--- src/rtl/dmem_arb_pkg.sv ---
// Shared types and default widths for the data-memory arbiter.
// Imported by the arbiter top and its counter sub-module.
package dmem_arb_pkg;

    localparam int unsigned ADDR_W_DEF   = 8;
    localparam int unsigned DATA_W_DEF   = 64;
    localparam int unsigned MAX_WAIT_DEF = 4;
    localparam int unsigned CNT_W_DEF    = 16;
    localparam int unsigned WAIT_W       = 8;

    typedef enum logic [1:0] {
        CORE_OWN   = 2'd0,
        HOST_WAIT  = 2'd1,
        HOST_FORCE = 2'd2
    } arb_state_e;

    typedef enum logic {
        CORE = 1'b0,
        HOST = 1'b1
    } owner_e;

endpackage

--- src/rtl/dmem_arbiter_sat_counter.sv ---
// Saturating up-counter with synchronous clear.
// Sticks at all-ones instead of wrapping.
module sat_counter #(
    parameter int unsigned W = 8
) (
    input  logic         clk_i,
    input  logic         rst_i,
    input  logic         clr_i,
    input  logic         inc_i,
    output logic [W-1:0] cnt_o
);

    // count up, clear wins over increment, hold at maximum
    always_ff @(posedge clk_i) begin
        if (rst_i) begin
            cnt_o <= '0;
        end else if (clr_i) begin
            cnt_o <= '0;
        end else if (inc_i && (cnt_o != '1)) begin
            cnt_o <= cnt_o + 1'b1;
        end
    end

endmodule

--- src/rtl/dmem_arbiter.sv ---
// Shares the data-memory port between the MEM stage and a host port.
// Core has priority; a starved host gets one forced slot with a stall.
module dmem_arbiter
    import dmem_arb_pkg::*;
#(
    parameter int unsigned ADDR_W   = ADDR_W_DEF,
    parameter int unsigned DATA_W   = DATA_W_DEF,
    parameter int unsigned MAX_WAIT = MAX_WAIT_DEF,
    parameter int unsigned CNT_W    = CNT_W_DEF
) (
    input  logic              clk_i,
    input  logic              rst_i,
    input  logic              core_re_i,
    input  logic              core_we_i,
    input  logic [ADDR_W-1:0] core_addr_i,
    input  logic [DATA_W-1:0] core_wdata_i,
    output logic [DATA_W-1:0] core_rdata_o,
    output logic              core_stall_o,
    input  logic              host_req_i,
    input  logic              host_we_i,
    input  logic [ADDR_W-1:0] host_addr_i,
    input  logic [DATA_W-1:0] host_wdata_i,
    output logic              host_gnt_o,
    output logic              host_rvalid_o,
    output logic [DATA_W-1:0] host_rdata_o,
    output logic              mem_re_o,
    output logic              mem_we_o,
    output logic [ADDR_W-1:0] mem_addr_o,
    output logic [DATA_W-1:0] mem_wdata_o,
    input  logic [DATA_W-1:0] mem_rdata_i,
    output logic [CNT_W-1:0]  force_cnt_o
);

    arb_state_e        state_q;
    owner_e            rd_owner_q;
    logic              rvalid_q;
    logic [WAIT_W-1:0] wait_cnt;
    logic              core_busy;
    logic              force_slot;
    logic              blocked;
    logic              wait_hit;

    assign core_busy  = core_re_i | core_we_i;
    assign force_slot = (state_q == HOST_FORCE);
    assign blocked    = host_req_i & core_busy & ~force_slot;
    assign wait_hit   = (wait_cnt == WAIT_W'(MAX_WAIT - 1));

    assign host_gnt_o   = ~rst_i & host_req_i & (force_slot | ~core_busy);
    assign core_stall_o = ~rst_i & force_slot;

    // rd_data is a pass-through; only the valid strobe is owner-qualified
    assign core_rdata_o  = mem_rdata_i;
    assign host_rdata_o  = mem_rdata_i;
    assign host_rvalid_o = ~rst_i & rvalid_q & (rd_owner_q == HOST);

    // port mux: a granted host fully replaces the core request
    always_comb begin
        mem_re_o    = core_re_i;
        mem_we_o    = core_we_i;
        mem_addr_o  = core_addr_i;
        mem_wdata_o = core_wdata_i;
        if (host_gnt_o) begin
            mem_re_o    = ~host_we_i;
            mem_we_o    = host_we_i;
            mem_addr_o  = host_addr_i;
            mem_wdata_o = host_wdata_i;
        end
    end

    // ownership FSM plus registered read-owner and rvalid tracking
    always_ff @(posedge clk_i) begin
        if (rst_i) begin
            state_q    <= CORE_OWN;
            rd_owner_q <= CORE;
            rvalid_q   <= 1'b0;
        end else begin
            case (state_q)
                CORE_OWN, HOST_WAIT: begin
                    if (blocked) begin
                        state_q <= wait_hit ? HOST_FORCE : HOST_WAIT;
                    end else begin
                        state_q <= CORE_OWN;
                    end
                end
                default: state_q <= CORE_OWN;
            endcase
            rvalid_q <= host_gnt_o & ~host_we_i;
            if (mem_re_o) begin
                rd_owner_q <= host_gnt_o ? HOST : CORE;
            end
        end
    end

    sat_counter #(
        .W(WAIT_W)
    ) u_wait_cnt (
        .clk_i (clk_i),
        .rst_i (rst_i),
        .clr_i (~blocked | wait_hit),
        .inc_i (blocked),
        .cnt_o (wait_cnt)
    );

    sat_counter #(
        .W(CNT_W)
    ) u_force_cnt (
        .clk_i (clk_i),
        .rst_i (rst_i),
        .clr_i (1'b0),
        .inc_i (force_slot),
        .cnt_o (force_cnt_o)
    );

endmodule

--- config.mk ---
export PLATFORM = sky130hd
export DESIGN_NAME = dmem_arbiter
export DESIGN_NICKNAME = d
export VERILOG_FILES = /design/src/rtl/dmem_arb_pkg.sv /design/src/rtl/dmem_arbiter_sat_counter.sv /design/src/rtl/dmem_arbiter.sv
export SDC_FILE = /design/constraint.sdc
export NUM_CORES = 1
export LEC_CHECK = 0
export ABC_AREA = 1
export CORE_AREA = 2 2 167 169
export CTS_CLUSTER_DIAMETER = 150
export DETAILED_ROUTE_END_ITERATION = 7
export DIE_AREA = 0 0 169 171
export GPL_TIMING_DRIVEN = 0
export SYNTH_ARGS = -nofsm -noshare
export SYNTH_HDL_FRONTEND = slang
export SYNTH_HIERARCHICAL = 1
export SYNTH_SLANG_ARGS = --single-unit
export TNS_END_PERCENT = 100
--- constraint.sdc ---
create_clock -name clk_i -period 3 [get_ports clk_i]
set_input_delay 0.9 -clock clk_i [delete_from_list [all_inputs] [get_ports clk_i]]
set_output_delay 0.9 -clock clk_i [all_outputs]
set_load 0.005 [all_outputs]
After elaboration in Yosys (flattened, before gate mapping). Index checks and enable logic that the tools add are counted. W data, S select, Z words.

Output and inout bits: 221. Logic and storage cells: 41. Input port bits: 214. Register bits after elaboration: 28.

Bitwise operators: 17. Reduce and logical (&&, ||, !) cells: 6. Equality and inequality tests: 5. Muxes and demuxes: 6. $add $sub $neg: 2.

Operator list (number): $mux W64 (1); $add A16 B1 Y16 const B (1); $ne A16 B16 Y1 const B (1); $add A8 B1 Y8 const B (1); $and A1 B1 Y1 (8); $eq A8 B2 Y1 const B (1); $mux W8 (1); $ne A8 B8 Y1 const B (1); $not A1 Y1 (6); $reduce_or A2 Y1 (2); $mux W1 (3); $or A1 B1 Y1 (3); $reduce_or A3 Y1 (1); $eq A2 B1 Y1 const B (1); $eq A2 B2 Y1 const B (1); $logic_and A1 B1 Y1 (2); $logic_not A2 Y1 (1); $mux W2 (1).

Logic depth before layout (Yosys ltp).
Depth after elaboration: 6. Gate-level depth with buffers: 10. Gate-level depth less buffers: 10.

Cells and area by module. Netlist, hierarchy kept.

Modules (own cells, without submodules): dmem_arbiter (cells an instance 403, instances 1, area an instance 2137.0 µm²); sat_counter at u_force_cnt (cells an instance 156, instances 1, area an instance 1004.7 µm²); sat_counter at u_wait_cnt (cells an instance 73, instances 1, area an instance 460.4 µm²).

Worst setup path after synthesis. No wires, ideal clock.

Path type: input to output. Start: in core_we_i. End: out mem_wdata_o[50]. Data arrival time: 1.536 ns. Slack: 0.564 ns. Path buffers: 1. Stages: 8. Required time: 2.100 ns. Cells stage by stage: inv_1 -> nand2_1 -> nand2_2 -> nand2_2 -> inv_4 -> buf_2 -> nand2_1 -> nand2_1.

Word-level cells in the longest chain between the ends: 5.

Ends and longest elaborated chain: from (decl) (line dmem_arbiter.sv:14) `input logic core_we_i,`; $or A1 B1 Y1 (line dmem_arbiter.sv:43) `assign core_busy = core_re_i | core_we_i;`; $not A1 Y1 (line dmem_arbiter.sv:48) `assign host_gnt_o = ~rst_i & host_req_i & (force_slot | ~core_busy);`; $or A1 B1 Y1 (line dmem_arbiter.sv:48); $and A1 B1 Y1 (line dmem_arbiter.sv:48); net host_gnt_o (line dmem_arbiter.sv:23) `output logic host_gnt_o,`; $mux W64 (line dmem_arbiter.sv:62) `if (host_gnt_o) begin`; to (decl) (line dmem_arbiter.sv:29) `output logic [DATA_W-1:0] mem_wdata_o,`.

The timed path passes the listed nets, and every way through them passes these cells.

Worst setup path in the final report.
Start: in core_re_i. End: out mem_wdata_o[24].

Word-level cells in the longest chain between the ends: 5.

Ends and longest elaborated chain: from (decl) (line dmem_arbiter.sv:13) `input logic core_re_i,`; $or A1 B1 Y1 (line dmem_arbiter.sv:43); $not A1 Y1 (line dmem_arbiter.sv:48); $or A1 B1 Y1 (line dmem_arbiter.sv:48); $and A1 B1 Y1 (line dmem_arbiter.sv:48); $mux W64 (line dmem_arbiter.sv:62).

Every way passes these cells.

==> run_results.csv <==
group,metric,value,unit
routing,antenna_left,0,
yosys,ys_warn_count,6,
timing,slew_viol_final,0,
cts,cts_tree,"done",
timing,finClkSkew,0.00192,ns
min_path,min-delay-start,"u_wait_cnt/cnt_o[6]$_SDFFE_PP0P_",
timing,fmax,340,MHz
yosys,yosysUniqueCellTypes,26,
global_routing,antenna_found_initial,0,
placement,dpl.hpwl,18300,um
critical_path,crit_required,2.10,ns
critical_path,reg2reg_depth,8,
timing,finalSetupViolations,0,
timing,fin_crit_sh,0.980,
layout,nets,1249,
yosys,ys_ff_latch,28,
routing,drtIter0Drc,214,
placement,portBuffers,370,
power,p_leak,3.78,nW
yosys,ys_seq_area_frac,0.156,
die,die_w,169,um
yosys,synth_cells,632,
critical_path,rrSetupSlack,1.16,ns
routing,route.vias.total,4925,
die,row_count,61,
timing,holdWs,0.511,ns
critical_path,cp-start-kind,"primary input",
layout,multi_input_area,1910,um^2
timing,fin_setup_tns,0,ns
run_status,status,"finished, final reports clean",
routing,wirelength,21500,um
routing,drc,0,
cts,htree_levels,1,
yosys,postSynthAreaPerCell,5.70,um^2
placement,gp_congestion,0.842,
yosys,syn-num-nets,848,
timing,hold_viol,0,
global_routing,grt_pass1_vias,4503,
timing,rsz0062_at_grt,"yes",
layout,seqCellArea,561,um^2
cts,clk-insertion-delay-late,0.26,ns
cts,root_buffer,"clkbuf_16",
die,core,27300,um^2
cts,numCtsBuffers,3,
timing,worst_slew_pin_slew,0.566,ns
flow_run,cap_violations,0,
timing,min_period,2.94,ns
power,pwr_density_cell,191,nW/um^2
global_routing,grt_overflow_total,0,
cts,clkSinkCount,28,
min_path,hp-class,"register to register",
layout,nFillCells,3002,
layout,drive_gt1_frac,0.292,
yosys,synth_area,3600,um^2
critical_path,critPathKind,"primary input to output port",
layout,antenna-diode-count,0,
die,initial_core_util,0.132,
routing,dr.pass1.iters,4,
power,peakVddDrop,192,uV
timing,relSlewSlack,0.622,
cts,cts_buffer_depth,2,
timing,fin_ws,0.0592,ns
cts,clkTransAtPathRegs,0.07,ns
routing,viasPerCell,3.57,
routing,wl_per_cell,15.6,um
critical_path,critical_path.max_fanout,10,
layout,area_delta_synth_final,125,%
global_routing,grt_max_degree,16,
placement,pre_cts_ws,-1.07,ns
critical_path,rr_endpoint,"u_wait_cnt/cnt_o[7]$_SDFFE_PP0P_",
critical_path,worstPathArrival,2.04,ns
die,dieHeight,171,um
critical_path,end_kind,"output port",
die,num_io_pins,435,
global_routing,grt_usage,0.134,
min_path,min_to,"u_wait_cnt/cnt_o[6]$_SDFFE_PP0P_",
global_routing,grt_first_pass_wirelength,28800,um
critical_path,r2r-start,"state_q[0]$_SDFF_PP0_",
min_path,hold_path_depth,2,
die,die_area,28900,um^2
-- timing repair --
item,in CTS,in global routing
setup endpoints to repair,77,55
pin swaps,7,8
setup buffers,21,1
gates cloned,5,0
gates resized for setup,295,61
hold buffers,0,0
-- through the flow --
step	power, mW	instance area, um^2	std cells	util
final	1.54	8100	1378	0.296
after global routing	1.63	8100	1378	0.296
after CTS	1.57	8160	1377	0.299
after detailed placement	1.22	7740	1348	0.283
after global placement	1.22	7740	1348	0.283
after floorplan	0.641	3600	632	-
-- worst max path at each step --
stage                    from               to  slack (ns)
floorplan           core_we_i  mem_wdata_o[50]        0.56
global placement        rst_i  mem_wdata_o[32]       -1.06
detailed placement      rst_i  mem_wdata_o[32]       -1.07
CTS                 core_we_i         mem_we_o      0.0005
global route        core_re_i  mem_wdata_o[24]       -0.03
finish              core_re_i  mem_wdata_o[24]        0.06
-- sequential cells by signal, indices dropped and copies added, names as in the netlist --
| register | flops |
|---|---|
| u_force_cnt/cnt_o | 16 |
| u_wait_cnt/cnt_o | 8 |
| state_q | 2 |
| rd_owner_q | 1 |
| rvalid_q | 1 |
-- power breakdown --
| group | leakage, nW | internal, mW | switching, mW |
|---|---|---|---|
| sequential | 0.226 | 0.374 | 0.00260 |
| combinational | 3.51 | 0.553 | 0.274 |
| clock | 0.0442 | 0.205 | 0.134 |
-- per-layer routing --
metal	GRT usage	share of wire	vias up
met1	0.172	0.42	2158
li1	-	-	2587
met2	0.211	0.46	172
met4	0.0227	0.0075	0
met5	0	0	-
met3	0.0567	0.11	8
-- worst max-delay path, stage by stage --
cell and delay, ns:
buf_2 0.11, inv_2 0.05, nand2_2 0.06, nand2_4 0.09, nand2_8 0.10, buf_12 0.14, buf_16 0.13, buf_6 0.14
nand2_1 0.05, nand2_1 0.05, clkdlybuf4s15_1 0.21
-- synthesized netlist by cell type, drive strengths merged --
cell / count / share of area
and2: 1 / 0.0021
a21oi: 14 / 0.019
o21ai: 4 / 0.0056
nand4: 3 / 0.0094
conb: 1 / 0.0010
buf: 145 / 0.31
nand2: 293 / 0.31
nand3: 25 / 0.038
clkbuf: 1 / 0.0010
dfxtp: 28 / 0.16
nor2: 76 / 0.098
ha: 2 / 0.0069
inv: 37 / 0.039
nand3b: 1 / 0.0021
and3: 1 / 0.0021
-- placed cells by master (no fill, tap or decap), types with 2 or more instances in the layout --
cell type / n
buf_2: 37
buf_6: 19
buf_4: 142
inv_2: 6
buf_8: 5
inv_1: 30
nand2_4: 8
clkbuf_16: 3
a21oi_1: 14
nand4_1: 2
dfxtp_1: 28
nand3_1: 24
nor2_2: 5
nand2_1: 259
clkdlybuf4s50_1: 291
nor2_1: 64
nor2_4: 6
buf_16: 3
buf_12: 8
dlygate4sd2_1: 6
clkbuf_2: 21
clkdlybuf4s15_1: 4
o21ai_0: 4
nand2_2: 25
clkdlybuf4s15_2: 4
ha_1: 2
-- cells by family (layout without fill, tap and decap cells) --
logic type / after synthesis / in the layout / synth area share
other: 1 / 1 / 0.00104
buffers and inverters: 183 / 583 / 0.347
AND/OR/NAND/NOR: 400 / 400 / 0.464
AO/OA/AOI/OAI: 18 / 18 / 0.0250
flip-flops: 28 / 28 / 0.156
adder cells (fa/ha/maj): 2 / 2 / 0.00695
-- final cells by class --
type                    count  area share
multi-input cells         421       0.236
repair inverters            1     0.00108
well taps                 346      0.0535
repair buffers            395       0.463
plain buffers             146       0.147
flip-flops and latches     28      0.0692
inverters                  37      0.0187
clock buffers               4      0.0110
Note: power is estimated with default switching activity, not from simulation.
